`config.mk`:
```
export PLATFORM = sky130hd
export DESIGN_NAME = link_tx_flat
export DESIGN_NICKNAME = d
export VERILOG_FILES = /design/src/rtl/link_pkg.sv /design/src/rtl/link_tx_if.sv /design/src/rtl/credit_counter.sv /design/src/rtl/link_tx.sv /design/src/flat_wrapper.sv
export SDC_FILE = /design/constraint.sdc
export NUM_CORES = 1
export LEC_CHECK = 0
export ABC_AREA = 1
export BUFFER_PORTS_ARGS = -buffer_cell sky130_fd_sc_hd__clkbuf_2
export CELL_PAD_IN_SITES_DETAIL_PLACEMENT = 0
export CELL_PAD_IN_SITES_GLOBAL_PLACEMENT = 2
export CORE_MARGIN = 1.5
export CORE_UTILIZATION = 27
export DETAILED_ROUTE_END_ITERATION = 6
export PLACE_DENSITY_LB_ADDON = 0.1
export SLEW_MARGIN = 20
export SYNTH_ARGS = -nofsm -noshare
export SYNTH_HDL_FRONTEND = slang
export SYNTH_HIERARCHICAL = 1
export SYNTH_SLANG_ARGS = --single-unit
```
`constraint.sdc`:
```
create_clock -name clk -period 2.8 [get_ports clk]
set_clock_uncertainty 0.05 [all_clocks]
set_input_delay 0.56 -clock clk [delete_from_list [all_inputs] [get_ports clk]]
set_output_delay 0.56 -clock clk [all_outputs]
set_load 0.01 [all_outputs]
```
`src/rtl/link_pkg.sv`:
```
// Shared definitions for the router link transmit path: flit framing bit
// positions, framing FSM encoding and default credit depth.
package link_pkg;

  // Framing bits are counted down from the flit MSB: idx = buffer_width - X_BIT.
  localparam int HEAD_BIT = 1;
  localparam int TAIL_BIT = 2;

  localparam int DEFAULT_CREDIT_DEPTH = 8;

  typedef enum logic {
    IDLE = 1'b0,
    PKT  = 1'b1
  } state_t;

endpackage

```
`src/rtl/link_tx_if.sv`:
```
// Flit path of a router output port: show-ahead buffer side plus link side.
interface link_tx_if #(
  parameter int buffer_width = 64
);

  logic [buffer_width-1:0] in;
  logic                    empty;
  logic                    consume;
  logic [buffer_width-1:0] out_flit;
  logic                    out_valid;
  logic                    credit_in;

  modport slave (
    input  in, empty, credit_in,
    output consume, out_flit, out_valid
  );

  modport master (
    output in, empty, credit_in,
    input  consume, out_flit, out_valid
  );

endinterface

```
`src/rtl/credit_counter.sv`:
```
// Up/down credit counter that saturates at depth and latches a sticky flag
// when a credit is returned into an already full counter.
module credit_counter #(
  parameter int depth = 8,
  parameter int width = 4
) (
  input  logic             clk,
  input  logic             rst,
  input  logic             inc,
  input  logic             dec,
  output logic [width-1:0] count,
  output logic             overflow
);

  localparam logic [width-1:0] FULL = width'(depth);

  always_ff @(posedge clk or negedge rst) begin
    if (!rst) begin
      count    <= FULL;
      overflow <= 1'b0;
    end else if (dec && !inc) begin
      if (count != '0) count <= count - 1'b1;
    end else if (inc && !dec) begin
      if (count == FULL) overflow <= 1'b1;
      else               count    <= count + 1'b1;
    end
  end

endmodule

```
`src/rtl/link_tx.sv`:
```
// Transmit end of a router output port: pops the show-ahead buffer, checks
// packet framing and drives registered flits under credit flow control.
module link_tx
  import link_pkg::*;
#(
  parameter int buffer_width = 64,
  parameter int credit_depth = DEFAULT_CREDIT_DEPTH,
  parameter int credit_width = 4
) (
  input  logic                    clk,
  input  logic                    rst,
  link_tx_if.slave                lnk,
  output logic [credit_width-1:0] credits,
  output logic [15:0]             pkt_count,
  output logic                    err_framing,
  output logic                    err_credit
);

  state_t state;
  logic   head, tail;
  logic   send_ok, drop_ok, send;

  // NOTE: every signal written here gets a value on every path, so no latch is inferred.
  always_comb begin
    head         = lnk.in[buffer_width-HEAD_BIT];
    tail         = lnk.in[buffer_width-TAIL_BIT];
    send_ok      = (credits != '0);
    drop_ok      = (state == IDLE) && !head;
    lnk.consume  = rst && !lnk.empty && (send_ok || drop_ok);
    send         = lnk.consume && !drop_ok;
  end

  credit_counter #(
    .depth (credit_depth),
    .width (credit_width)
  ) u_credits (
    .clk      (clk),
    .rst      (rst),
    .inc      (lnk.credit_in),
    .dec      (send),
    .count    (credits),
    .overflow (err_credit)
  );

  // NOTE: sequential state uses non-blocking assignments so all registers
  // sample pre-edge values regardless of statement order.
  always_ff @(posedge clk or negedge rst) begin
    if (!rst) begin
      state        <= IDLE;
      lnk.out_flit <= '0;
      lnk.out_valid <= 1'b0;
      pkt_count    <= '0;
      err_framing  <= 1'b0;
    end else begin
      lnk.out_valid <= send;
      if (send) lnk.out_flit <= lnk.in;

      if (lnk.consume) begin
        unique case (state)
          IDLE: begin
            if (!head)     err_framing <= 1'b1;
            else if (tail) pkt_count   <= pkt_count + 16'd1;
            else           state       <= PKT;
          end
          PKT: begin
            if (head) begin
              // A stray head restarts framing; the broken packet is not counted.
              err_framing <= 1'b1;
              state       <= tail ? IDLE : PKT;
            end else if (tail) begin
              state     <= IDLE;
              pkt_count <= pkt_count + 16'd1;
            end
          end
          default: state <= IDLE;
        endcase
      end
    end
  end

endmodule
```
`src/flat_wrapper.sv`:
```
// flat-port wrapper written by rule: the top's interface ports become plain ports
module link_tx_flat import link_pkg::*;
#(
  parameter int buffer_width = 64,
  parameter int credit_depth = DEFAULT_CREDIT_DEPTH,
  parameter int credit_width = 4
)
  (clk, rst, credits, pkt_count, err_framing, err_credit, lnk_in, lnk_empty, lnk_credit_in, lnk_consume, lnk_out_flit, lnk_out_valid);
  link_tx_if #(.buffer_width(buffer_width)) lnk_i ();
  input  logic clk;
  input  logic rst;
  output logic [credit_width-1:0] credits;
  output logic [15:0] pkt_count;
  output logic err_framing;
  output logic err_credit;
  input wire logic [$bits(lnk_i.in)-1:0] lnk_in;
  input wire logic [$bits(lnk_i.empty)-1:0] lnk_empty;
  input wire logic [$bits(lnk_i.credit_in)-1:0] lnk_credit_in;
  output wire logic [$bits(lnk_i.consume)-1:0] lnk_consume;
  output wire logic [$bits(lnk_i.out_flit)-1:0] lnk_out_flit;
  output wire logic [$bits(lnk_i.out_valid)-1:0] lnk_out_valid;
  assign lnk_i.in = lnk_in;
  assign lnk_i.empty = lnk_empty;
  assign lnk_i.credit_in = lnk_credit_in;
  assign lnk_consume = lnk_i.consume;
  assign lnk_out_flit = lnk_i.out_flit;
  assign lnk_out_valid = lnk_i.out_valid;
  link_tx #(.buffer_width(buffer_width), .credit_depth(credit_depth), .credit_width(credit_width)) u_core (.clk(clk), .rst(rst), .lnk(lnk_i), .credits(credits), .pkt_count(pkt_count), .err_framing(err_framing), .err_credit(err_credit));
endmodule
```
Yosys cells after proc, flatten, opt, wreduce, memory -nomap -nowiden
Cells that the tools add are included.
W data, S select, Z words.
{"block": "classes", "addsub": 3, "n_eq_ne": 7, "n_mux": 14, "bitwise_logic": 2, "n_reduce_logical": 18}
{"operator": "$mux W16", "count": 3}
{"operator": "$pmux W16 S2", "count": 1}
{"operator": "$add A16 B1 Y16 const B", "count": 1}
{"operator": "$mux W4", "count": 4}
{"operator": "$reduce_and A3 Y1", "count": 4}
{"operator": "$ne A2 B2 Y1 const B", "count": 5}
{"operator": "$logic_and A1 B1 Y1", "count": 6}
{"operator": "$logic_not A1 Y1", "count": 5}
{"operator": "$add A4 B1 Y4 const B", "count": 1}
{"operator": "$eq A4 B4 Y1 const B", "count": 1}
{"operator": "$mux W1", "count": 4}
{"operator": "$pmux W1 S2", "count": 2}
{"operator": "$reduce_bool A4 Y1", "count": 1}
{"operator": "$sub A4 B1 Y4 const B", "count": 1}
{"operator": "$ne A2 B1 Y1 const B", "count": 1}
{"operator": "$not A1 Y1", "count": 2}
{"operator": "$reduce_bool A2 Y1", "count": 1}
{"operator": "$logic_or A1 B1 Y1", "count": 1}
{"block": "word_totals", "ff_bits": 88, "in_bits": 68, "out_inout_bits": 88, "word_cells": 51}

Logic depth before layout (Yosys ltp)
Gate-level depths: netlist (run 1).
{"block": "depth", "depth_word": 9, "mapped_depth": 18, "depth_no_buf": 17}

Cells and area by module
Netlist (run 1), hierarchy kept.
{"mod": "link_tx", "n_inst": 1, "cells_each": 433, "area_per_inst_um2": 3595.9, "seq_area_each_um2": 2077.0}
{"mod": "credit_counter", "n_inst": 1, "cells_each": 47, "area_per_inst_um2": 377.9, "seq_area_each_um2": 126.4}

Least setup slack after synthesis (run 1)
No wires, ideal clock.
{"block": "synth_timing", "kind": "input to register", "from": "input port lnk_in[63]", "to": "register u_core.u_credits.count[2]", "setup_ns": 0.122, "arrival_time_ns": 2.338, "required_ns": 2.628, "path_slack_ns": 0.289, "stages": 16, "n_path_buf": 1, "cell_sequence": "inv_1 ha_1 inv_2 nand3_2 nand2_4 inv_4 nand2_8 inv_4 buf_2 ha_1 nor2_2 nor2_2 ha_1 a21oi_1 xor2_1 o21ai_1"}
{"block": "synth_between", "elab_chain_cells": 9, "word_cells_on_any_way": 14, "cone_classes": "eq/ne (2); mux (1); reduce/logical (11)"}
{"item": "from (decl)", "line": "flat_wrapper.sv:16", "text": "input wire logic [$bits(lnk_i.in)-1:0] lnk_in;"}
{"item": "$logic_not A1 Y1 (*)", "line": "link_tx.sv:28", "text": "drop_ok = (state == IDLE) && !head;"}
{"item": "$logic_and A1 B1 Y1 (*)", "line": "link_tx.sv:28"}
{"item": "$logic_or A1 B1 Y1 (*)", "line": "link_tx.sv:29", "text": "lnk.consume = rst && !lnk.empty && (send_ok || drop_ok);"}
{"item": "$logic_and A1 B1 Y1 (*)", "line": "link_tx.sv:29"}
{"item": "via lnk_consume", "line": "flat_wrapper.sv:19", "text": "output wire logic [$bits(lnk_i.consume)-1:0] lnk_consume;"}
{"item": "$logic_and A1 B1 Y1 (*)", "line": "link_tx.sv:30", "text": "send = lnk.consume && !drop_ok;"}
{"item": "via u_core.send", "line": "link_tx.sv:21", "text": "logic send_ok, drop_ok, send;"}
{"item": "$logic_not A1 Y1", "line": "credit_counter.sv:23", "text": "end else if (inc && !dec) begin"}
{"item": "$logic_and A1 B1 Y1", "line": "credit_counter.sv:23"}
{"item": "$reduce_bool A2 Y1 (no source line)"}
{"item": "$reduce_and A3 Y1 (no source line)"}
{"item": "to (signal assigned)", "line": "credit_counter.sv:22", "text": "if (count != '0) count <= count - 1'b1;"}
{"item": "to (signal assigned)", "line": "credit_counter.sv:25", "text": "else count <= count + 1'b1;"}
{"item": "to (decl)", "line": "credit_counter.sv:11", "text": "output logic [width-1:0] count,"}
The timed path passes the listed nets; every way through them passes the cells marked *.
A chain may end at the register's enable or synchronous reset.

Final worst setup path (run 1)
{"block": "layout_timing", "from": "register u_core.u_credits.count[3]", "to": "register u_core.u_credits.count[2]"}
{"block": "layout_between", "elab_chain_cells": 8, "word_cells_on_any_way": 13, "cone_classes": "eq/ne (3); mux (1); reduce/logical (9)"}
{"item": "$reduce_bool A4 Y1", "line": "credit_counter.sv:22, link_tx.sv:27"}
{"item": "$logic_or A1 B1 Y1", "line": "link_tx.sv:29"}
{"item": "$logic_and A1 B1 Y1", "line": "link_tx.sv:29"}
{"item": "$logic_and A1 B1 Y1", "line": "link_tx.sv:30"}
{"item": "$logic_not A1 Y1", "line": "credit_counter.sv:23"}
{"item": "$logic_and A1 B1 Y1", "line": "credit_counter.sv:23"}
{"item": "$reduce_bool A2 Y1 (no source line)"}
{"item": "$reduce_and A3 Y1 (no source line)"}
Several ways; a longest one is shown, not always the timed one.

==> results of run 1 <==
-- cell families after synthesis --
kind of cell,after synthesis
buf+inv,41
compound gates,10
simple gates,326
fa+ha+maj,6
xor+xnor,9
flops,88
-- where the power goes --
| part | switching, mW | internal, mW | total [mW] |
|---|---|---|---|
| Clock | 0.504 | 0.711 | 1.21 |
| Combinational | 0.940 | 0.633 | 1.57 |
| Sequential | 0.300 | 1.73 | 2.03 |
-- layout make-up --
type                    instances  area, um^2  share of cell area, %
repair buffers                159       808.3                  15.61
clock buffers                  10       239.0                  4.615
clock inverters                 5       57.56                  1.111
multi-input cells             351        1541                  29.77
flip-flops and latches         88        2203                  42.55
inverters                      25       98.84                  1.909
well taps                     184       230.2                  4.446
-- layer usage --
metal  vias to the layer above  share of wire [%]  global-route usage [%]
li1                       1759                  -                       -
met1                      1567                 47                   18.92
met2                        88                 45                   21.95
met3                        10                5.9                   4.811
met4                         0                1.6                   5.477
met5                         -                  0                       0
-- worst register-to-register path, cell delays in order (launching register included) --
cell and delay (ns):
dfstp_2 0.61, nor2_1 0.09, nand3_2 0.10, nand2_4 0.07, inv_4 0.08, nand2_8 0.05
inv_4 0.06, ha_1 0.25, nand2_1 0.09, inv_2 0.07, nor2_2 0.04, ha_1 0.17
a21oi_1 0.14, xor2_1 0.16, o21ai_1 0.07
-- how the worst max path moves through the flow --
stage	from	end	slack (ns)	cells after the start
after global placement	lnk_in[63]	u_core/u_credits/count[2]	0.30	16
after floorplan	lnk_in[63]	u_core/u_credits/count[2]	0.29	16
after global routing	u_core/u_credits/count[3]	u_core/u_credits/count[2]	0.42	14
after detailed placement	lnk_in[63]	u_core/u_credits/count[2]	0.26	16
after CTS	u_core/u_credits/count[3]	u_core/u_credits/count[2]	0.58	14
final	u_core/u_credits/count[3]	u_core/u_credits/count[2]	0.59	14
-- synthesized netlist by cell type (2+ instances only) --
cell	number
dfrtp_1	87
nor2_1	23
nand3_1	11
inv_4	2
o21ai_0	4
inv_1	20
xor2_1	5
nand3_2	2
inv_2	3
nand4_1	3
nand3b_1	4
buf_6	4
nor2_2	4
a21oi_1	2
buf_2	10
xnor2_1	4
o21ai_1	2
ha_1	6
nand2_1	274
-- flip-flops by register name, summed over array words and instances, names as in the netlist --
name,cells
u_core/lnk.out_valid,1
u_core/u_credits/overflow,1
u_core/err_framing,1
u_core/pkt_count,16
u_core/u_credits/count,4
u_core/lnk.out_flit,64
u_core/state,1
==> metrics.md, run 1 <==
| Metric | Value |
|---|---|
| Leakage | 2.919 nW |
| Critical path arrival | 2.39 ns |
| GR Overflow Total | 0 |
| P&R area growth vs syn | 30.32% |
| Kind of cell adding the most delay to the critical path | flip-flops |
| Synth area leaders | dfrtp_1 55%, nand2_1 26%, nor2_1 2.2%, ha_1 1.9%, inv_1 1.9% |
| Initial DRC count | 179 |
| Endpoints failing setup | 0 |
| Core footprint | 14420 um^2 |
| Number of synthesized flops with an enable pin | 0 |
| Number of synthesized register bits | 88 |
| Post-synthesis net count | 554 |
| Layout fillers | 1559 |
| R2R setup slack | 0.59 ns |
| Vias | 3424 |
| H-tree depth | 3 |
| Syn Inst Count | 480 |
| RSZ-0062 raised after global routing | false |
| Setup Fix Bufs, Post-CTS | 0 |
| GP Congestion | 0.7629 |
| CP Class | flip-flop to flip-flop |
| Finished Layout Cells | 822 |
| CP endpoint kind | flip-flop |
| Die H | 124.3 um |
| Area leader, netlist | dfrtp_1 |
| Final Cell Area | 5179 um^2 |
| Worst-margin pin slew | 0.8839 ns |
| Wire per inst | 13.09 um |
| GRT Util Overall | 14.39% |
| Via density per instance | 4.165 |
| TritonCTS Buffers | 9 |
| CP cell instances | nor2_1, nand3_2, nand2_4, inv_4, nand2_8, inv_4, ha_1, nand2_1, inv_2, nor2_2, ha_1, a21oi_1, xor2_1, o21ai_1 |
| Slowest CP cell | dfstp_2 |
| Simple-Gate Fraction of Synth Area | 33.47% |
| Crit start category | flip-flop |
| Final nets | 708 |
| CTS Buffer Depth | 2 |
| Clk sinks | 88 |
| Max-slew violation count | 0 |
| Multiplexer share of the synthesized area | 0% |
| Final setup margin | 0.5924 ns |
| Pin count of the biggest net entering global routing | 67 |
| Critical path required time | 2.99 ns |
| Vias in the first global route | 3248 |
| Max Fclk | 453.0 MHz |
| Status | finished clean |
| Post-synthesis xor/xnor area fraction | 1.984% |
| Starting density of the core | 27.55% |
| Inst Count DP | 807 |
| Most common cell after layout, fill and taps aside | nand2_1 |
| Final Hold Vio Count | 0 |
| Relative slew slack | 40.86% |
| Yosys warnings | 6 |
| Tmin final | 2.208 ns |
| TritonCTS clock tree | built |
| # diodes | 0 |
| Pre-CTS setup slack | 0.2631 ns |
| Complex-gate fraction of the synthesized area | 1.448% |
| ANT nets after route | 0 |
| Drt pass-1 iters | 4 |
| Syn Std Cell Area | 3974 um^2 |
| Buf/Inv on CP | 3 |
| Main combinational cell family by area after synthesis | simple AND/OR/NAND/NOR gates |
| PwrDens | 930.9 nW/um^2 |
| Post-synthesis sequential area ratio | 55.45% |
| Clk_lat worst skew | 0.35 ns |
| Post_cts resized | 0 |
| Cell count of the worst reg-to-reg path | 14 |
| Hpwl dp | 7.525 mm |
| Dpl cell area | 4882 um^2 |
| Core Rows | 44 |
| Syn_area_per_cell | 8.279 um^2 |
| Hold_ws | 0.2466 ns |
| Horiz. Die Dim | 124.3 um |
| Adder-cell share of the synthesized area | 1.889% |
| CTS root buffer | clkbuf_16 |
| VDD IR max | 0.3109 mV |
| Top cell type's share of synthesized area | 54.79% |
| Reg-to-Reg End | u_core/u_credits/count[2] |
| Layout Utilization | 35.90% |
| Die area | 15450 um^2 |
| Setup tns final | 0 ns |
| Share of flip-flops with an asynchronous set or reset | 100.0% |
| Share of layout cells above drive strength 1 | 29.94% |
| Clk slew on worst S/H paths | 0.06 ns |
| IO Port Bufs | 155 |
| Overall Power | 4.821 mW |
| Worst reg2reg path startpoint | u_core/u_credits/count[3] |
| I/O pin total | 156 |
| Final cycle utilization of the critical path | 78.84% |
| Initial antenna violation count | 0 |
| Leading cell types in the layout, fill and taps excluded | 274 x nand2_1, 154 x clkbuf_2, 87 x dfrtp_1 |
| Max Cap Viol | 0 |
| Synth unique cells | 29 |
| DRC viols | 0 |
| Synth Flop Type | dfrtp_1 |
| Hold crit path type | input pin to asynchronous set/reset pin |
| Crit Path Max Fanout | 7 |
| Critical Path Max Stage Delay | 0.61 ns |
| First-pass GRT wire length | 17.49 mm |
| Hold_buf cts | 0 |
| Total Wirelength | 10.76 mm |
No activity file was read; power rests on OpenSTA's default activity.
==> inputs of run 2 (changes only) <==
==> constraint.sdc (replaced) <==
create_clock -name clk -period 2.1 [get_ports clk]
set_clock_uncertainty 0.05 [all_clocks]
set_input_delay 0.42 -clock clk [delete_from_list [all_inputs] [get_ports clk]]
set_output_delay 0.42 -clock clk [all_outputs]
set_load 0.01 [all_outputs]
==> run 2 against run 1 <==
- sequential share of layout area is 1.5 points lower
- utilization is 1.3 points higher
- register-to-register slack worse by 0.44 ns
- combinational power is 48% higher
- count of clock-buffer cells in the layout is 1 higher
- power is 42% higher
- via count is 2.2% higher
- cell count is 1.2% higher
- first-iteration DRC count is 22% lower
- critical path type unchanged
- critical endpoint unchanged
==> metrics.md, run 2 (same netlist as run 1, synthesis figures left out) <==
| Metric | Value |
|---|---|
| Die H | 124.3 um (unchanged) |
| I/O pin total | 156 (unchanged) |
| Inst Count DP | 816 (+1.1%) |
| Top flop regs | u_core/lnk.out_flit x64, u_core/pkt_count x16, u_core/u_credits/count x4 |
| Crit Path Max Fanout | 4 (-3) |
| CTS Buffer Depth | 2 (unchanged) |
| Hpwl dp | 7.761 mm (+3.1%) |
| Top reg by flops | u_core/lnk.out_flit |
| Leading cell types in the layout, fill and taps excluded | 273 x nand2_1, 154 x clkbuf_2, 86 x dfrtp_1 |
| GP Congestion | 0.7376 (-3.3%) |
| TritonCTS Buffers | 9 (unchanged) |
| Final nets | 717 (+1.3%) |
| Kind of cell adding the most delay to the critical path | adder cells |
| Share of layout cells above drive strength 1 | 32.41% (+2.5 points) |
| Final cycle utilization of the critical path | 92.83% (+14 points) |
| Relative slew slack | 47.35% (+6.5 points) |
| Critical path depth in cells | 16 (+2) |
| Reg-to-Reg End | u_core/u_credits/count[2] |
| Largest register FFs | 64 (unchanged) |
| PwrDens | 1278 nW/um^2 (+37%) |
| Status | finished clean |
| Setup tns final | 0 ns (unchanged) |
| Core Rows | 44 (unchanged) |
| Vias in the first global route | 3460 (+6.5%) |
| Finished Layout Cells | 832 (+1.2%) |
| P&R area growth vs syn | 35.11% |
| CP cell instances | inv_2, ha_4, inv_4, nand3_4, nand2_4, inv_6, nand2_8, inv_8, ha_4, nand2_2, inv_2, nor2_4, ha_2, a21oi_2, xor2_1, o21ai_1 |
| Buf/Inv on CP | 5 (+2) |
| Clk sinks | 88 (unchanged) |
| Leakage | 2.985 nW (+2.3%) |
| Post_cts resized | 0 (unchanged) |
| GRT Util Overall | 14.62% (+0.24 points) |
| ANT nets after route | 0 (unchanged) |
| Total Wirelength | 10.92 mm (+1.5%) |
| Most common cell after layout, fill and taps aside | nand2_1 |
| First-pass GRT wire length | 18.02 mm (+3.0%) |
| TritonCTS clock tree | built |
| GR Overflow Total | 0 (unchanged) |
| Pin count of the biggest net entering global routing | 67 (unchanged) |
| Slowest CP cell | dfrtp_1 |
| Multi-input logic area | 1603 um^2 (+4.0%) |
| CTS root buffer | clkbuf_16 |
| RSZ-0062 raised after global routing | false |
| Final setup margin | 0.1505 ns (-0.4419 ns) |
| Reg area | 2205 um^2 (about the same) |
| Vias | 3501 (+2.2%) |
| Starting density of the core | 27.55% (unchanged) |
| # diodes | 0 (unchanged) |
| VDD IR max | 0.4035 mV (+30%) |
| Drt pass-1 iters | 4 (unchanged) |
| Critical Path Max Stage Delay | 0.37 ns (-0.24 ns) |
| Initial DRC count | 139 (-22%) |
| Worst-margin pin slew | 0.7868 ns (-0.09708 ns) |
| Worst reg2reg path startpoint | u_core/state |
| Max Fclk | 513.0 MHz (+13%) |
| R2R setup slack | 0.15 ns (-0.44 ns) |
| DRC viols | 0 (unchanged) |
| Endpoints failing setup | 0 (unchanged) |
| Critical path required time | 2.28 ns (-0.71 ns) |
| Max-slew violation count | 0 (unchanged) |
| Horiz. Die Dim | 124.3 um (unchanged) |
| Max Cap Viol | 0 (unchanged) |
| Hold_ws | 0.1253 ns (-0.1213 ns) |
| Cell count of the worst reg-to-reg path | 16 (+2) |
| Wire per inst | 13.12 um (+0.26%) |
| Tmin final | 1.949 ns (-0.2581 ns) |
| Pre-CTS setup slack | -0.007479 ns (-0.2706 ns) |
| Initial antenna violation count | 0 (unchanged) |
| Die area | 15450 um^2 (unchanged) |
| CP Class | flip-flop to flip-flop |
| CP endpoint kind | flip-flop |
| Crit start category | flip-flop |
| Clk slew on worst S/H paths | 0.06 ns (about the same) |
| Critical path arrival | 2.13 ns (-0.26 ns) |
| Clk_lat worst skew | 0.34 ns (about the same) |
| Layout fillers | 1549 (-0.64%) |
| Via density per instance | 4.208 (+1.0%) |
| Core footprint | 14420 um^2 (unchanged) |
| Setup Fix Bufs, Post-CTS | 0 (unchanged) |
| H-tree depth | 3 (unchanged) |
| Final Hold Vio Count | 0 (unchanged) |
| IO Port Bufs | 155 (unchanged) |
| Hold_buf cts | 0 (unchanged) |
| Hold crit path type | input pin to asynchronous set/reset pin |
==> run 2: changes by cell type in the layout (fill, tap and decap cells not counted), sizes merged <==
| cell | delta |
|---|---|
| clkbuf | +1 |
| bufinv | +2 |
| buf | +9 |
| clkinv | -2 |
==> run 2: report_power, final <==
group / switching (mW) / leakage [nW] / total (mW) / internal (mW)
registers: 0.359 / 1.10 / 2.67 / 2.31
clock network: 0.671 / 0.170 / 1.87 / 1.20
logic: 1.37 / 1.71 / 2.32 / 0.954
total: 2.40 / 2.99 / 6.86 / 4.46
==> run 2: metrics by stage <==
step                      utilization (%)  power [mW]  cell area (um^2)
after floorplan                         -       4.033              4056
after global placement              34.82       5.044              5022
after global routing                37.22       7.370              5369
after CTS                           37.22       6.985              5369
final                               37.22       6.861              5369
after detailed placement            34.82       5.071              5022
==> run 2: worst max path at each step <==
stage,slack [ns],from,to
after detailed placement,-0.007,lnk_in[63],u_core/u_credits/count[2]
final,0.15,u_core/state,u_core/u_credits/count[2]
after CTS,0.07,u_core/state,u_core/u_credits/count[2]
after global routing,0.002,u_core/state,u_core/u_credits/count[2]
after global placement,0.04,lnk_in[63],u_core/u_credits/count[2]
after floorplan,-0.03,u_core/u_credits/count[3],u_core/u_credits/count[2]
==> run 2: layout make-up <==
| class | count | area share (%) |
|---|---|---|
| flip-flops and latches | 88 | 41.06 |
| clock inverters | 5 | 1.934 |
| well taps | 184 | 4.288 |
| repair buffers | 168 | 16.31 |
| multi-input cells | 351 | 29.85 |
| clock buffers | 11 | 4.521 |
| inverters | 25 | 2.027 |
==> run 2: layer usage <==
layer / GRT usage, % / vias to the layer above / wire [um]
met4: 7.167 / 0 / 286
met2: 22.62 / 90 / 4842
met1: 19.22 / 1612 / 5238
met5: 0 / - / 0
met3: 3.436 / 16 / 550
li1: - / 1783 / -
